===== config.mk =====
export PLATFORM = sky130hd
export DESIGN_NAME = ps2_host_tx
export DESIGN_NICKNAME = d
export VERILOG_FILES = /design/src/rtl/ps2_pkg.sv /design/src/rtl/ps2_line_sync.sv /design/src/rtl/ps2_host_tx.sv
export SDC_FILE = /design/constraint.sdc
export NUM_CORES = 1
export LEC_CHECK = 0
export BUFFER_PORTS_ARGS = -buffer_cell sky130_fd_sc_hd__buf_2
export CORE_MARGIN = 4
export CORE_UTILIZATION = 25
export CTS_CLUSTER_SIZE = 24
export DETAILED_ROUTE_END_ITERATION = 6
export REMOVE_ABC_BUFFERS = 1
export SLEW_MARGIN = 20
export SYNTH_ARGS = -nofsm -noshare
export SYNTH_HDL_FRONTEND = slang
export SYNTH_HIERARCHICAL = 1
export SYNTH_SLANG_ARGS = --single-unit

===== constraint.sdc =====
create_clock -name sys_clk -period 5.41 [get_ports sys_clk]
set_clock_uncertainty 0.05 [all_clocks]
set_input_delay 0.541 -clock sys_clk [delete_from_list [all_inputs] [get_ports sys_clk]]
set_output_delay 0.541 -clock sys_clk [all_outputs]
set_load 0.05 [all_outputs]

===== src/rtl/ps2_pkg.sv =====
// Shared PS/2 definitions: controller states, command/response codes and the
// frame parity helper used by the host transmitter and the receiver.
package ps2_pkg;

  typedef enum logic [2:0] {
    IDLE      = 3'd0,
    INHIBIT   = 3'd1,
    REQ       = 3'd2,
    SHIFT     = 3'd3,
    ACK       = 3'd4,
    WAIT_IDLE = 3'd5
  } ps2_state_e;

  localparam logic [7:0] PS2_CMD_SET_LED = 8'hED;
  localparam logic [7:0] PS2_CMD_RESET   = 8'hFF;
  localparam logic [7:0] PS2_CMD_ENABLE  = 8'hF4;
  localparam logic [7:0] PS2_RSP_ACK     = 8'hFA;
  localparam logic [7:0] PS2_RSP_BAT     = 8'hAA;

  // Width of the frame timeout counter (750_000 cycles at 50 MHz fits in 20 bits)
  localparam int PS2_TMO_W = 20;

  // PS/2 uses odd parity: the parity bit makes the count of ones in data+parity odd
  function automatic logic odd_parity(input logic [7:0] data);
    return ~^data;
  endfunction

endpackage


===== src/rtl/ps2_line_sync.sv =====
// Conditions one raw PS/2 pad level: two-flop synchroniser, then a run-length
// filter that accepts a new level only after FILTER_LEN consecutive samples,
// plus a one-cycle pulse on each accepted 1->0 transition.
module ps2_line_sync #(
  parameter int FILTER_LEN = 8
) (
  input  logic sys_clk,
  input  logic reset,
  input  logic raw,
  output logic level,
  output logic fall
);

  localparam int CNT_W = $clog2(FILTER_LEN) + 1;
  localparam logic [CNT_W-1:0] RUN_LAST = CNT_W'(FILTER_LEN - 1);

  logic [1:0]       sync;
  logic [CNT_W-1:0] run;

  // Two-flop synchroniser; the idle bus level is high
  always_ff @(posedge sys_clk or negedge reset) begin
    if (!reset) sync <= 2'b11;
    else        sync <= {sync[0], raw};
  end

  // Count consecutive samples that disagree with the accepted level; flip on the FILTER_LEN-th
  always_ff @(posedge sys_clk or negedge reset) begin
    if (!reset) begin
      run   <= '0;
      level <= 1'b1;
      fall  <= 1'b0;
    end else begin
      fall <= 1'b0;
      if (sync[1] == level) begin
        run <= '0;
      end else if (run == RUN_LAST) begin
        run   <= '0;
        level <= sync[1];
        fall  <= level;
      end else begin
        run <= run + CNT_W'(1);
      end
    end
  end

endmodule


===== src/rtl/ps2_host_tx.sv =====
// PS/2 host-to-device transmitter. Inhibits the bus clock, issues a
// request-to-send, then shifts one command byte out on the device-generated
// clock, checks the device ack and reports done or error. Lines are only ever
// pulled low through the *_oe outputs.
module ps2_host_tx
  import ps2_pkg::*;
#(
  parameter int CLK_HZ     = 50_000_000,
  parameter int INHIBIT_US = 100,
  parameter int TIMEOUT_MS = 15,
  parameter int FILTER_LEN = 8
) (
  input  logic       sys_clk,
  input  logic       reset,
  input  logic [7:0] tx_data,
  input  logic       tx_valid,
  output logic       tx_ready,
  input  logic       ps2_clk_i,
  input  logic       ps2_dat_i,
  output logic       ps2_clk_oe,
  output logic       ps2_dat_oe,
  output logic       busy,
  output logic       tx_done,
  output logic       tx_err
);

  localparam logic [2:0] S_IDLE      = IDLE;
  localparam logic [2:0] S_INHIBIT   = INHIBIT;
  localparam logic [2:0] S_REQ       = REQ;
  localparam logic [2:0] S_SHIFT     = SHIFT;
  localparam logic [2:0] S_ACK       = ACK;
  localparam logic [2:0] S_WAIT_IDLE = WAIT_IDLE;

  localparam int INHIBIT_CYC = CLK_HZ / 1_000_000 * INHIBIT_US;
  localparam int TIMEOUT_CYC = CLK_HZ / 1000 * TIMEOUT_MS;
  localparam logic [PS2_TMO_W-1:0] INHIBIT_LOAD = PS2_TMO_W'(INHIBIT_CYC);
  // Expiry is detected on the cycle the counter is already zero, so load one less
  // to put tx_err exactly TIMEOUT_CYC cycles after the clock is released.
  localparam logic [PS2_TMO_W-1:0] TIMEOUT_LOAD = PS2_TMO_W'(TIMEOUT_CYC - 1);

  logic [2:0]           state;
  logic [PS2_TMO_W-1:0] cnt;
  logic [9:0]           shreg;
  logic [3:0]           bitcnt;
  logic                 ok;
  logic                 clk_lvl;
  logic                 clk_fall;
  logic                 dat_lvl;
  logic                 dat_fall_unused;
  logic                 accept;
  logic                 timed;
  logic                 expired;
  logic                 shift_en;

  ps2_line_sync #(.FILTER_LEN(FILTER_LEN)) u_clk_sync (
    .sys_clk (sys_clk),
    .reset   (reset),
    .raw     (ps2_clk_i),
    .level   (clk_lvl),
    .fall    (clk_fall)
  );

  ps2_line_sync #(.FILTER_LEN(FILTER_LEN)) u_dat_sync (
    .sys_clk (sys_clk),
    .reset   (reset),
    .raw     (ps2_dat_i),
    .level   (dat_lvl),
    .fall    (dat_fall_unused)
  );

  assign tx_ready = (state == S_IDLE);
  assign busy     = (state != S_IDLE);
  assign accept   = tx_ready & tx_valid;
  assign timed    = (state == S_SHIFT) | (state == S_ACK) | (state == S_WAIT_IDLE);
  assign expired  = timed & (cnt == '0);
  assign shift_en = (state == S_SHIFT) & ~expired & clk_fall;

  // Frame shift register {stop, parity, data}: loaded at accept, shifted LSB-first on each fall
  always_ff @(posedge sys_clk) begin
    if (accept)        shreg <= {1'b1, odd_parity(tx_data), tx_data};
    else if (shift_en) shreg <= {1'b0, shreg[9:1]};
  end

  // Transmit sequencer: inhibit, request-to-send, bit shifting, ack check, return to idle
  always_ff @(posedge sys_clk or negedge reset) begin
    if (!reset) begin
      state      <= S_IDLE;
      cnt        <= '0;
      bitcnt     <= '0;
      ok         <= 1'b0;
      ps2_clk_oe <= 1'b0;
      ps2_dat_oe <= 1'b0;
      tx_done    <= 1'b0;
      tx_err     <= 1'b0;
    end else begin
      tx_done <= 1'b0;
      tx_err  <= 1'b0;
      if (expired) begin
        ps2_clk_oe <= 1'b0;
        ps2_dat_oe <= 1'b0;
        tx_err     <= 1'b1;
        state      <= S_IDLE;
      end else begin
        if (timed) cnt <= cnt - PS2_TMO_W'(1);
        case (state)
          S_IDLE: begin
            if (tx_valid) begin
              bitcnt     <= '0;
              ok         <= 1'b0;
              cnt        <= INHIBIT_LOAD;
              ps2_clk_oe <= 1'b1;
              state      <= S_INHIBIT;
            end
          end
          S_INHIBIT: begin
            if (cnt == '0) begin
              ps2_dat_oe <= 1'b1;
              state      <= S_REQ;
            end else begin
              cnt <= cnt - PS2_TMO_W'(1);
            end
          end
          S_REQ: begin
            ps2_clk_oe <= 1'b0;
            cnt        <= TIMEOUT_LOAD;
            state      <= S_SHIFT;
          end
          S_SHIFT: begin
            if (shift_en) begin
              ps2_dat_oe <= ~shreg[0];
              bitcnt     <= bitcnt + 4'd1;
              if (bitcnt == 4'd9) state <= S_ACK;
            end
          end
          S_ACK: begin
            if (clk_fall) begin
              ok    <= ~dat_lvl;
              state <= S_WAIT_IDLE;
            end
          end
          S_WAIT_IDLE: begin
            if (clk_lvl && dat_lvl) begin
              tx_done <= ok;
              tx_err  <= ~ok;
              state   <= S_IDLE;
            end
          end
          default: begin
            ps2_clk_oe <= 1'b0;
            ps2_dat_oe <= 1'b0;
            state      <= S_IDLE;
          end
        endcase
      end
    end
  end

endmodule

## Yosys cells after proc, flatten, opt, wreduce, memory -nomap -nowiden

Cells that the tools add are included.

- Add/sub/neg operators: 4
- Multipliers: 0
- Div/mod/pow operators: 0
- Magnitude comparators: 0
- Eq/ne operators: 21
- Shift-type cells: 0
- Multiplexer cells: 39
- Bitwise logic cells: 12
- Reductions and logical operators: 17

Operator list:

| kind | count |
|---|---|
| 20-bit 2-to-1 mux | 3 |
| 20-bit one-hot mux with 3 select lines | 1 |
| 4-bit 2-to-1 mux | 6 |
| 3-bit 2-to-1 mux | 7 |
| 20-bit logical NOT | 1 |
| 20-bit by 1-bit subtractor with 20-bit output (second input constant) | 1 |
| 9-bit 2-to-1 mux | 2 |
| 3-bit one-hot mux with 6 select lines | 1 |
| 1-bit 2-to-1 mux | 15 |
| 4-bit by 1-bit adder with 4-bit output (second input constant) | 3 |
| 3-bit by 2-bit inequality test with 1-bit output (second input constant) | 4 |
| 4-bit by 3-bit equality test with 1-bit output (second input constant) | 2 |
| 4-bit one-hot mux with 2 select lines | 1 |
| 4-bit AND reduction | 2 |
| 4-bit OR reduction | 2 |
| 8-bit XNOR reduction | 1 |
| 3-bit by 2-bit equality test with 1-bit output (second input constant) | 2 |
| 3-bit equality test (second input constant) | 2 |
| 2-bit by 1-bit inequality test with 1-bit output (second input constant) | 3 |
| 3-bit inequality test (second input constant) | 2 |
| 1-bit NOT | 6 |
| 2-bit AND reduction | 3 |
| 6-bit AND reduction | 1 |
| 2-bit nonzero test | 3 |
| 12 further kinds | 19 |

- Flip-flop bits (word level): 57
- Bits in latches: 0
- Memory bits (writable): 0
- Memory bits (read-only): 0
- Logic and storage cells: 110
- Memories kept: 0

## Depth between registers and ports, before layout

- Word-level depth: 10
- Gate-level depth with buffers: 8

## Hierarchy

The synthesis kept the hierarchy.

Modules (own cells, without submodules):

| module | instances | cells an instance | area an instance (µm²) | seq. area each (µm²) |
|---|---|---|---|---|
| ps2_host_tx | 1 | 304 | 2723.9 | 1091.0 |
| ps2_line_sync | 2 | 21 | 321.6 | 203.9 |

## Worst setup path before layout

OpenSTA, ideal clock, no wires.

- Kind: register -> register
- Start: register state[1]
- End: register shreg[0] (enable)
- Arrival: 2.703 ns
- Data required time: 5.026 ns
- Setup slack: 2.322 ns
- Stages on the path, launching flop included: 5
- Path buffers: 1
- Path through: dfrtp_1 > nor3_1 > nand2_1 > clkbuf_1 > nand2_1

- Elaborated cells between the ends (all ways): 12

RTL lines:

| item | RTL line | source |
|---|---|---|
| start: declaration | ps2_host_tx.sv:41 | `logic [2:0] state;` |
| start signal: assignment | ps2_host_tx.sv:87 | `state <= S_IDLE;` |
| start signal: assignment | ps2_host_tx.sv:102 | `state <= S_IDLE;` |
| start signal: assignment | ps2_host_tx.sv:112 | `state <= S_INHIBIT;` |
| 3-bit logical NOT | ps2_host_tx.sv:71 | `assign tx_ready = (state == S_IDLE);` |
| net tx_ready | ps2_host_tx.sv:17 | `output logic tx_ready,` |
| 1-bit bitwise AND | ps2_host_tx.sv:73 | `assign accept = tx_ready & tx_valid;` |
| 2-bit nonzero test (no source line) | -- |  |
| end signal: assignment | ps2_host_tx.sv:80 | `if (accept) shreg <= {1'b1, odd_parity(tx_data), tx_data};` |
| end signal: assignment | ps2_host_tx.sv:81 | `else if (shift_en) shreg <= {1'b0, shreg[9:1]};` |
| end: declaration | ps2_host_tx.sv:43 | `logic [9:0] shreg;` |

The timed path passes the listed nets, and every way through them passes these cells.
A chain may end at the register's enable or synchronous reset.

## Final worst setup path

- Start: register cnt[0]
- End: register shreg[0] (enable)

- Cells in the longest elaborated chain, start to end: 6

Ends and longest elaborated chain:

| item | RTL line | source |
|---|---|---|
| start: declaration | ps2_host_tx.sv:42 | `logic [PS2_TMO_W-1:0] cnt;` |
| start signal: assignment | ps2_host_tx.sv:104 | `if (timed) cnt <= cnt - PS2_TMO_W'(1);` |
| start signal: assignment | ps2_host_tx.sv:120 | `cnt <= cnt - PS2_TMO_W'(1);` |
| 20-bit logical NOT | ps2_host_tx.sv:75 | `assign expired = timed & (cnt == '0);` |
| 1-bit bitwise AND | ps2_host_tx.sv:75 |  |
| 1-bit NOT (no source line) | -- |  |
| 1-bit bitwise AND (2 in a row) | ps2_host_tx.sv:76 | `assign shift_en = (state == S_SHIFT) & ~expired & clk_fall;` |
| 2-bit nonzero test (no source line) | -- |  |

No other way between the ends.

==> impl_metrics.toml <==
[die]
rows = 41
die-area_um2 = 15200
coreArea_um2 = 12800
die_h_um = 123
ios = 19
die_w_um = 123
start_util_pct = 26.0

[sta]
finalHoldViolCount = 0
setup_tns_ns = 0
finalMaxSlewViolations = 0
min_period_ns = 3.59
maxSlewHeadroom_pct = 39.5
rsz0062_at_grt = "false"
fmax_mhz = 278
min_period_over_period_pct = 66.4
worst_pin_slew_ns = 0.904
setup_viol = 0

[clock_tree]
cts_tree = "yes"
cts_resized = 0
cts_root_buf = "clkbuf_16"
holdBufCountCts = 0
htreeDepth = 3
clock_sinks = 57
clockBufferDepth = 2
postCtsSetupRepairBufs = 0
insertion_delay_ns = 0.33
cts_made_buffers = 9
clkTransAtPathRegs_ns = 0.06

[power_and_ir_drop]
power_density_nw_per_um2 = 285
p_leak_uw = 0.00149
ir_drop_uv = 162
finalPower_uw = 1100

[placement]
port_buffers = 18
gp_congestion = 0.886
hpwl_mm = 5.99

[critical_path]
worstPathArrival_ns = 3.52
critical_path_class = "flop to flop"
endpoint_kind = "flop"
critPathLaunchType = "flop"
crit_path_max_fanout = 11
cp_cell_sequence = "inv_1 > ha_1 > nor3b_1 > nand3_1 > o2111ai_1 > nand2_1"
critPathSlowestCell = "o2111ai_1"
slowest_delay_ns = 0.81
cp.required_ns = 5.34

[drt]
drc = 0
drt-wirelength-per-cell_um = 16.5
drt_iter0_drc = 274
ant_nets = 0
viasPerCell = 5.41
first_pass_iters = 5
wl_mm = 8.82
dr_total_vias = 2891

[grt]
grt_start_max_net_pins = 48
grt_usage_pct = 12.2
grt_antenna_before_repair = 0
grt_pass1_vias = 2804
grt_overflow = 0
grt_pass1_wl_mm = 14.6

[cells_and_area]
area_growth_pct = 15.9
final_nets = 375
n_antenna_cell = 0
fill_cells = 1347
drive_gt1_share_pct = 18.2

[run]
cap_violations = 0

[run_status]
status = "complete, no violations"

[synth]
syn_inst = 344
synth_warnings = 6
syn_avg_cell_area_um2 = 9.69
netlist_area_um2 = 3330

[hold_path]
hold_path.class = "input port to asynchronous set/reset pin"
[area by class of cell]
class | count | area [um^2] | area share, %
repair buffers | 21 | 115 | 2.98
multi-input cells | 255 | 1740 | 44.9
clock inverters | 5 | 32.5 | 0.842
inverters | 13 | 48.8 | 1.26
well taps | 172 | 215 | 5.57
flip-flops and latches | 57 | 1470 | 38.1
clock buffers | 11 | 243 | 6.28
[final timing paths]
path / slack (ns) / endpoint / cells past startpoint / start
worst min register to register: 0.31 / u_dat_sync/sync[1] / 0 / u_dat_sync/sync[0]
max in group asynchronous: 4.72 / tx_done / 1 / reset
worst max register to register: 1.82 / shreg[0] / 6 / cnt[0]
worst max-delay path: 1.82 / shreg[0] / 6 / cnt[0]
worst min-delay path: 0.18 / cnt[19] / 1 / reset
min in group sys_clk: 0.26 / u_dat_sync/sync[0] / 1 / ps2_dat_i
[report_power, final]
part	total, uW	switching, uW	internal [uW]	leakage (uW)
combinational	86.4	40.3	46.1	0.000762
clock	522	201	320	0.000128
sequential	494	27.2	467	0.000598
total	1100	269	833	0.00149
[state kept, by name, summed over array words and instances, names as in the netlist, 2 cells and up]
name / cells
u_dat_sync/run: 4
u_clk_sync/sync: 2
cnt: 20
u_clk_sync/run: 4
shreg: 10
state: 3
bitcnt: 4
u_dat_sync/sync: 2
[layer usage]
| metal | global-route usage (%) | share of wire (%) | vias up |
|---|---|---|---|
| met1 | 16.4 | 43 | 1375 |
| met2 | 18.9 | 47 | 146 |
| met3 | 3.11 | 8.4 | 24 |
| met5 | 0 | 0 | - |
| li1 | - | - | 1346 |
| met4 | 4.50 | 1.8 | 0 |
[per-stage QoR]
stage	hold slack, ns	util (%)	setup WS, ns	instance area (um^2)	instances
after floorplan	0.195	-	1.96	3250	325
after global placement	0.297	27.9	2.09	3580	518
after detailed placement	0.297	28.0	1.95	3590	518
after CTS	0.255	30.1	1.88	3860	534
after global routing	0.231	30.1	1.45	3860	534
final	0.180	30.1	1.82	3860	534
[worst max-delay path: cells and delay by family, from the launching register on]
| family | cells | cell delay, ns |
|---|---|---|
| compound gates | 1 | 0.81 |
| fa+ha+maj | 1 | 0.23 |
| buf+inv | 1 | 0.12 |
| flops | 1 | 0.42 |
| simple gates | 3 | 1.61 |
[placed cells by master (no fill, tap or decap), drive strengths merged, types with 3 or more instances in the layout]
cell type / instances
nand4: 4
nor4: 7
o21ai: 22
nor3: 16
nor2: 30
o31ai: 6
nor3b: 4
dfstp: 6
xnor2: 13
or3: 3
mux2: 10
a21o: 3
a31oi: 11
a211oi: 4
nand3b: 3
clkbuf: 11
buf: 21
or4: 5
mux2i: 4
clkinvlp: 3
nand3: 14
o22ai: 3
nor2b: 4
a2111oi: 3
o211ai: 5
edfxtp: 9
nand2: 16
inv: 12
o41ai: 4
clkinv: 3
a21oi: 19
ha: 5
dfrtp: 41
No activity file was read; power rests on OpenSTA's default activity.
